`src/rtl/rgb_stream_expander.sv`:
```
// Packed RGB to full-width RGB stream expander with colour-key flag.
// Two register stages, valid/ready on both sides, delivered-pixel counter.

module rgb_chan_expand #(
    parameter int W        = 5,
    parameter int OUT_BITS = 8
) (
    input  logic [W-1:0]        f,
    input  logic                rep,
    output logic [OUT_BITS-1:0] y
);

    logic [OUT_BITS-1:0] zf;
    logic [OUT_BITS-1:0] rp;

    // Output bit j (counted from the MSB) takes field bit j mod W.
    for (genvar j = 0; j < OUT_BITS; j++) begin : g_bit
        assign rp[OUT_BITS-1-j] = f[W-1-(j%W)];
        if (j < W) begin : g_fld
            assign zf[OUT_BITS-1-j] = f[W-1-j];
        end else begin : g_pad
            assign zf[OUT_BITS-1-j] = 1'b0;
        end
    end

    assign y = rep ? rp : zf;

endmodule

module rgb_stream_expander #(
    parameter int R_BITS   = 5,
    parameter int G_BITS   = 6,
    parameter int B_BITS   = 5,
    parameter int OUT_BITS = 8,
    parameter int CNT_W    = 20
) (
    input  logic                             Clk,
    input  logic                             Reset_n,
    input  logic                             mode_replicate,
    input  logic                             key_en,
    input  logic [R_BITS+G_BITS+B_BITS-1:0]  key_color,
    input  logic                             in_valid,
    output logic                             in_ready,
    input  logic [R_BITS+G_BITS+B_BITS-1:0]  in_data,
    output logic                             out_valid,
    input  logic                             out_ready,
    output logic [OUT_BITS-1:0]              R,
    output logic [OUT_BITS-1:0]              G,
    output logic [OUT_BITS-1:0]              B,
    output logic                             out_transparent,
    input  logic                             cnt_clr,
    output logic [CNT_W-1:0]                 pix_count
);

    localparam int IN_W = R_BITS + G_BITS + B_BITS;

    logic            s1_valid;
    logic [IN_W-1:0] s1_data;
    logic            s1_mode;
    logic            s1_key_en;
    logic [IN_W-1:0] s1_key_color;

    logic s2_adv;
    logic s1_adv;
    logic in_fire;
    logic out_fire;

    logic [OUT_BITS-1:0] r_exp;
    logic [OUT_BITS-1:0] g_exp;
    logic [OUT_BITS-1:0] b_exp;
    logic                key_hit;

    assign s2_adv   = !out_valid || out_ready;
    assign s1_adv   = s1_valid && s2_adv;
    assign in_ready = Reset_n && (!s1_valid || s2_adv);
    assign in_fire  = in_valid && in_ready;
    assign out_fire = out_valid && out_ready;

    // Stage 1: capture the pixel together with its own mode and key settings.
    always_ff @(posedge Clk or negedge Reset_n) begin
        if (!Reset_n) begin
            s1_valid     <= 1'b0;
            s1_data      <= '0;
            s1_mode      <= 1'b0;
            s1_key_en    <= 1'b0;
            s1_key_color <= '0;
        end else if (in_fire) begin
            s1_valid     <= 1'b1;
            s1_data      <= in_data;
            s1_mode      <= mode_replicate;
            s1_key_en    <= key_en;
            s1_key_color <= key_color;
        end else if (s1_adv) begin
            s1_valid <= 1'b0;
        end
    end

    rgb_chan_expand #(.W(R_BITS), .OUT_BITS(OUT_BITS)) u_r (
        .f   (s1_data[IN_W-1 -: R_BITS]),
        .rep (s1_mode),
        .y   (r_exp)
    );

    rgb_chan_expand #(.W(G_BITS), .OUT_BITS(OUT_BITS)) u_g (
        .f   (s1_data[B_BITS +: G_BITS]),
        .rep (s1_mode),
        .y   (g_exp)
    );

    rgb_chan_expand #(.W(B_BITS), .OUT_BITS(OUT_BITS)) u_b (
        .f   (s1_data[B_BITS-1:0]),
        .rep (s1_mode),
        .y   (b_exp)
    );

    assign key_hit = s1_key_en && (s1_data == s1_key_color);

    always_ff @(posedge Clk or negedge Reset_n) begin
        if (!Reset_n) begin
            out_valid       <= 1'b0;
            R               <= '0;
            G               <= '0;
            B               <= '0;
            out_transparent <= 1'b0;
        end else if (s2_adv) begin
            out_valid <= s1_valid;
            if (s1_valid) begin
                R               <= r_exp;
                G               <= g_exp;
                B               <= b_exp;
                out_transparent <= key_hit;
            end
        end
    end

    // Clear wins over a coincident delivery.
    always_ff @(posedge Clk or negedge Reset_n) begin
        if (!Reset_n) begin
            pix_count <= '0;
        end else if (cnt_clr) begin
            pix_count <= '0;
        end else if (out_fire) begin
            pix_count <= pix_count + CNT_W'(1);
        end
    end

endmodule

```
`config.mk`:
```
export PLATFORM = sky130hd
export DESIGN_NAME = rgb_stream_expander
export DESIGN_NICKNAME = d
export VERILOG_FILES = /design/src/rtl/rgb_stream_expander.sv
export SDC_FILE = /design/constraint.sdc
export NUM_CORES = 1
export LEC_CHECK = 0
export BUFFER_PORTS_ARGS = -buffer_cell sky130_fd_sc_hd__buf_2
export CAP_MARGIN = 20
export CORE_MARGIN = 8
export CORE_UTILIZATION = 30
export DETAILED_ROUTE_END_ITERATION = 7
export PLACE_DENSITY = 0.57
export SETUP_SLACK_MARGIN = 0.15
export SYNTH_ARGS = -nofsm -noshare
export SYNTH_HDL_FRONTEND = slang
export SYNTH_SLANG_ARGS = --single-unit
```
`constraint.sdc`:
```
create_clock -name Clk -period 2.6 [get_ports Clk]
set_clock_uncertainty 0.15 [all_clocks]
set_input_delay 0.26 -clock Clk [delete_from_list [all_inputs] [get_ports Clk]]
set_output_delay 0.26 -clock Clk [all_outputs]
set_load 0.01 [all_outputs]
```
# Yosys cells after proc, flatten, opt, wreduce, memory -nomap -nowiden
# Cells that the tools add are included.
dict set report op_classes {
  n_addsub 1
  multipliers 0
  div 0
  magnitude_cmp 0
  n_eq_ne 1
  shift 0
  muxes 7
  bitwise 0
  n_reduce_logical 12
}
# cell count
set op_table {}
lappend op_table {{$mux 20} 2}
lappend op_table {{$add 20x1->20 const B} 1}
lappend op_table {{$eq 16x16->1} 1}
lappend op_table {{$mux 3} 2}
lappend op_table {{$logic_and 1x1->1} 5}
lappend op_table {{$reduce_bool 2->1} 2}
lappend op_table {{$logic_not 1->1} 2}
lappend op_table {{$logic_or 1x1->1} 2}
lappend op_table {{$mux 1} 2}
lappend op_table {{$mux 2} 1}
lappend op_table {{$reduce_and 2->1} 1}
dict set report totals {
  regBits 81
  latch_bits 0
  ram_bits 0
  rom_bits 0
  out_inout_bits 47
  n_memories 0
}

# Depth between registers and ports, before layout
# Gate-level depths: netlist (run 1).
dict set report logic_depth {
  word_depth 6
  mapped_depth 5
}

# Hierarchy
# A second synthesis (run 1) with hierarchy kept.
dict set report unflattened {
  cells_unflattened 288
  hier_area_um2 3717.3
}
# module instances cells_per_inst area_each_um2
set modules_own_cells {}
lappend modules_own_cells {rgb_stream_expander 1 264 3547.2}
lappend modules_own_cells {{rgb_chan_expand at u_b ...} 2 8 56.3}
lappend modules_own_cells {{rgb_chan_expand at u_g} 1 8 57.6}

# Worst setup path after synthesis (run 1)
# No wires, ideal clock.
dict set report synth_timing {
  path_kind {flip-flop to flip-flop}
  start {reg pix_count[3]}
  end {reg pix_count[18]}
  setup_time_ns 0.078
  arrival_ns 1.702
  required_time_ns 2.372
  path_slack_ns 0.670
  stages_incl_launch_ff 5
  n_path_buf 0
  synth_period_minus_slack_ns 1.930
  path_cell_list {dfrtp_1 -> nand4_4 -> or4_4 -> or3_1 -> a21oi_1}
}
dict set report synth_between {
  elab_chain_len 3
}
# element line_no
set synth_lines {}
lappend synth_lines {{from (decl)} 52} ;# output logic [CNT_W-1:0] pix_count
lappend synth_lines {{from (signal assigned)} 143} ;# pix_count <= pix_count + CNT_W'(1);
lappend synth_lines {{$add 20x1->20} 143}
lappend synth_lines {{$mux 20} 142} ;# end else if (out_fire) begin
lappend synth_lines {{$mux 20} 140} ;# end else if (cnt_clr) begin
# No other way between the ends. The select of a mux whose other input is x is not followed.
# A chain may end at the register's enable or synchronous reset.

# Final worst setup path (run 1)
dict set report layout_timing {
  start {reg pix_count[3]}
  end {reg pix_count[19]}
}
# The elaborated chain is that of the path after synthesis.

==> impl_metrics.ini, run 1 <==
[status]
outcome = complete, no violations

[worst_setup_path]
crit_chain = nand4_4 > or4_4 > or3_1 > a21oi_1
worstSetupStartpointType = flop
worstSetupEndpointType = flop
r2r-start = pix_count[3]
crit_path_end = pix_count[19]
crit_start = pix_count[3]
r2r_slack_ns = 0.55
cp_data_required_time_ns = 2.70
r2r_end = pix_count[19]
reg2regPathDepth = 4
max_stage_delay_ns = 0.61
crit_type = reg -> reg
critPathMaxFanout = 9
worstPathArrival_ns = 2.15
critPathSlowestCell = or4_4

[place]
place_inst = 503
io_buffers = 85
gp_congestion = 0.795
dpl.hpwl_um = 5960

[pwr]
power_density_nw_per_um2 = 775
max-vdd-ir-drop_v = 0.000427
p_leak_uw = 0.00212

[synth]
synth_seq_cells = 81
synth_most_common_cell = dfrtp_1
synthFlopType = dfrtp_1
syn_inst = 280
synth_edf_count = 0
ys_seq_area_share_pct = 58.3
ys_types = 32
synth_area_leader_cell = dfrtp_1
syn_area_um2 = 3480
netlist_top_cells_area = dfrtp_1 58%, mux2_2 16%, xnor2_1 5.3%
synth_nets = 320
netlist.area_leader.share_pct = 58.3
synth.avg_cell_area_um2 = 12.4
async_reset_ff_share_pct = 100
ys_top_cells_by_count = 81 x dfrtp_1, 50 x mux2_2, 32 x nand2_1
ys_warn_count = 0

[grt]
grt_util_met3_pct = 4.62
grt_use_met2_pct = 17.1
busiest_layer = met2
grt_usage_pct = 11.6
met1_usage_pct = 14.6
first_global_vias = 2707
grt_pass1_wl_um = 13600
antenna_found_initial = 0
grt_max_degree = 82
overflow = 0

[clock_tree]
clock_path_buffers = 2
htreeDepth = 3
cts_setup_buffers = 0
tritoncts = done
cts-buffers-inserted = 9
cts_root_buf = clkbuf_16
clkSinkCount = 81
path_clk_slew_ns = 0.06
clk_latency_ns = 0.33

[sta]
slew_headroom_pct = 72.2
post-route-period-util_pct = 78.8
tightest_slew_ns = 0.413
rsz0062_at_grt = false
setup_viol = 0
max_freq_mhz = 488
hold_viol = 0
finalMaxSlewViolations = 0
min_period_ns = 2.05
fin_tns_setup_ns = 0

[routing]
viasPerCell = 4.70
drc = 0
routed_wl_um = 8470
num_vias = 2567
dr.first_iter.drc_count = 171
first_pass_iters = 4
avgRoutedWirePerCell_um = 15.5
ant_nets = 0

[cells_and_area]
fillerInstances = 1125
areaGrowthSynthToFinish_pct = 34.5
layout.nets = 438
layout-drive-gt1-share_pct = 39.7
post-route-util_pct = 41.1
antenna_cells = 0
layout.cells.non_filler = 546

[floorplanning]
start_util_pct = 30.6
core-area_um2 = 11400
die_h_um = 124
pin_count = 86
row_count = 39
die-area_um2 = 15300
dieWidth_um = 124

[worst_hold_path]
hold_path.class = in -> reg
hold_depth = 2

[job]
drv_cap = 0
[critical path, delay by kind of cell (launching register included)]
family	cells	cell delay (ns)
AND/OR/NAND/NOR	3	1.18
AO/OA/AOI/OAI	1	0.16
flip-flops	1	0.48
[cell type report]
type / instances / area [um^2] / area share [%]
inverter: 3 / 11.3 / 0.241
multi-input combinational: 187 / 1390 / 29.8
sequential: 81 / 2030 / 43.3
tap: 143 / 179 / 3.82
clock buffer: 11 / 243 / 5.19
clock inverter: 5 / 78.8 / 1.68
timing repair buffer: 116 / 746 / 15.9
[stage by stage]
stage | instance area, um^2 | hold slack [ns] | power, uW | setup WS (ns)
after global placement | 4070 | 0.312 | 2260 | 0.657
final | 4680 | 0.0146 | 3620 | 0.552
after CTS | 4640 | 0.000167 | 3690 | 0.554
after global routing | 4680 | 0.00473 | 3830 | 0.455
after floorplan | 3480 | -0.186 | 1990 | 0.670
after detailed placement | 4070 | 0.315 | 2280 | 0.579
[layer usage]
layer	vias to the layer above	wire [um]
met1	1249	3670
met5	-	0
met3	10	833
met4	0	120
li1	1216	-
met2	92	3850
[how the worst min path moves through the flow]
stage                       start          endpoint  slack [ns]
global route        key_color[15]  s1_key_color[15]       0.005
CTS                  key_color[7]   s1_key_color[7]      0.0002
finish               key_color[7]   s1_key_color[7]        0.01
floorplan                 Reset_n              B[0]       -0.19
detailed placement           R[2]              R[2]        0.31
global placement         s1_valid         out_valid        0.31
[placed cells by master (no fill, tap or decap), types with 2 or more instances in the layout]
cell type	instances
a21oi_1	8
and2_1	2
buf_2	84
buf_4	5
bufinv_16	2
clkbuf_16	9
clkinv_2	2
dfrtp_1	81
dlygate4sd3_1	26
inv_1	3
mux2_2	50
nand2_1	32
nand2b_1	2
nand3_1	5
nand4_1	6
nor2_1	13
nor3_1	2
nor4_1	6
o21ai_0	14
or3_1	6
or4_4	2
xnor2_1	21
xor2_1	7
[registers in the layout, indices dropped and copies added, names as in the netlist]
name / flops
s1_key_color: 16
s1_key_en: 1
G: 8
R: 8
out_valid: 1
s1_valid: 1
out_transparent: 1
s1_data: 16
s1_mode: 1
B: 8
pix_count: 20
[cells by family after synthesis]
logic type / share of synthesized area, %
simple gates: 12.8
flops: 58.3
mux: 16.2
xor+xnor: 7.05
compound gates: 3.71
buf+inv: 1.65
fa+ha+maj: 0.360
[power by group]
| part | internal (uW) | switching (uW) |
|---|---|---|
| logic | 354 | 293 |
| clock network | 865 | 484 |
| registers | 1480 | 151 |
[what timing repair did]
action / in CTS / in global routing
endpoints found under the setup margin: 0 / 0
resized for setup: 0 / 0
hold buffers: 25 / 1
hold endpoints to repair: 25 / 11
(Power assumes the default switching activity.)
==> inputs of run 2 (changes only) <==
==> constraint.sdc (replaced) <==
create_clock -name Clk -period 2 [get_ports Clk]
set_clock_uncertainty 0.15 [all_clocks]
set_input_delay 0.2 -clock Clk [delete_from_list [all_inputs] [get_ports Clk]]
set_output_delay 0.2 -clock Clk [all_outputs]
set_load 0.01 [all_outputs]
==> run 2 against run 1 <==
  * Critical path depth up 1
  * Final cell count up 4.9%
  * Via count up 4.4%
  * Highest routed layer unchanged
  * Non-clock buffer count up 27
  * Critical endpoint unchanged
  * Flip-flop and latch count unchanged
  * Maximum frequency up 11%
  * Global-route usage up 0.47 points
  * Power up 26%
  * Worst hold slack better by 0.094 ns
  * Register-to-register slack worse by 0.40 ns
  * Clock power up 17%
==> impl_metrics.ini, run 2 (synthesis results as in run 1) <==
[worst_setup_path]
reg2regPathDepth = 5
worstSetupStartpointType = flop
cp_data_required_time_ns = 2.11
r2r-start = pix_count[1]
worstSetupEndpointType = flop
worstPathArrival_ns = 1.96
crit_path_end = pix_count[19]
r2r_slack_ns = 0.15
critPathMaxFanout = 6
r2r_end = pix_count[19]
crit_type = reg -> reg
crit_start = pix_count[1]

[cells_and_area]
fillerInstances = 1095
final_common_cell = buf_2
final_area_um2 = 4960
layout_common_cells = 84 x buf_2, 74 x dfrtp_1, 50 x mux2_2, 35 x dlygate4sd3_1, 30 x nand2_1
antenna_cells = 0
top_register = pix_count
layout-drive-gt1-share_pct = 44.9
layout.nets = 465
layout.cells.non_filler = 573
reg.largest.list = pix_count (20), s1_data (16), s1_key_color (16)
largest_reg_flops = 20
areaGrowthSynthToFinish_pct = 42.7

[grt]
overflow = 0
antenna_found_initial = 0
grt_pass1_wl_um = 14300
grt_usage_pct = 12.0
grt_util_met3_pct = 4.58
busiest_layer = met2
grt_max_degree = 82
grt_use_met2_pct = 19.5
first_global_vias = 2860
met1_usage_pct = 14.4

[clock_tree]
clk_latency_ns = 0.34
tritoncts = done
path_clk_slew_ns = 0.06
cts_root_buf = clkbuf_16
cts-buffers-inserted = 9
clkSinkCount = 81
clock_path_buffers = 2
htreeDepth = 3

[sta]
setup_slack_ns = 0.151
slew_headroom_pct = 73.9
max_freq_mhz = 541
setup_viol = 0
fin_tns_setup_ns = 0
hold_viol = 0
post-route-period-util_pct = 92.5
tightest_slew_ns = 0.388
rsz0062_at_grt = true
finalMaxSlewViolations = 0
min_period_ns = 1.85

[routing]
num_vias = 2680
dr.first_iter.drc_count = 178
routed_wl_um = 8780
ant_nets = 0
drc = 0
viasPerCell = 4.68
avgRoutedWirePerCell_um = 15.3
first_pass_iters = 4

[pwr]
power_uw = 4580
p_leak_uw = 0.00226
max-vdd-ir-drop_v = 0.000682
power_density_nw_per_um2 = 923

[floorplanning]
core-area_um2 = 11400
die_h_um = 124
pin_count = 86
dieWidth_um = 124
row_count = 39
die-area_um2 = 15300
start_util_pct = 30.6

[place]
placed_area_um2 = 4130
dpl.hpwl_um = 5970
place_inst = 507
post-place-ws_ns = 0.0959
gp_congestion = 0.764
io_buffers = 85

[status]
outcome = complete, no violations

[worst_hold_path]
hold_path.class = in -> reg
worstHoldStart = out_ready

[job]
drv_cap = 0
[run 2: report_power, final]
part | switching (uW) | internal [uW] | total [uW]
clock network | 691 | 888 | 1580
logic | 396 | 496 | 892
registers | 192 | 1920 | 2110
total | 1280 | 3300 | 4580
[run 2: worst min path at each step]
stage                          endpoint  slack, ns  cells after the start
after global placement      s1_data[11]       0.28                      2
final                          s1_valid       0.11                      3
after detailed placement      s1_key_en       0.29                      2
after global routing      pix_count[12]       0.13                      2
after floorplan                    B[0]      -0.25                      0
after CTS                          G[3]       0.04                      2
[run 2: area by class of cell]
| type | count | area [um^2] | area share, % |
|---|---|---|---|
| Clock buffer | 10 | 239 | 4.81 |
| Inverter | 3 | 11.3 | 0.227 |
| Tap cell | 143 | 179 | 3.60 |
| Clock inverter | 6 | 51.3 | 1.03 |
| Multi-Input combinational cell | 187 | 1430 | 28.9 |
| Timing Repair Buffer | 143 | 1010 | 20.4 |
| Sequential cell | 81 | 2040 | 41.0 |
[run 2: through the flow]
stage	hold WS, ns	util [%]
after floorplan	-0.246	-
after global placement	0.282	36.3
after detailed placement	0.287	36.3
after CTS	0.0406	42.5
after global routing	0.129	43.7
final	0.108	43.7
[run 2: timing repair]
action,4_1_cts,5_1_grt
pin swaps,6,1
hold endpoints to repair,34,12
cloned,0,1
hold buffers,34,1
buffers inserted,8,5
gates resized for setup,3,7
endpoints found under the setup margin,8,26
[run 2: metal layers]
metal  up-vias  wire [um]
li1       1271          -
met1      1322       3640
met2        80       4310
met3         7        747
met4         0         82
met5         -          0
[run 2: critical path, stage by stage, from the launching register on]
cell     delay, ns
dfrtp_1       0.39
buf_4         0.14
nand3_1       0.12
or4_4         0.48
or3_1         0.36
a21oi_1       0.14
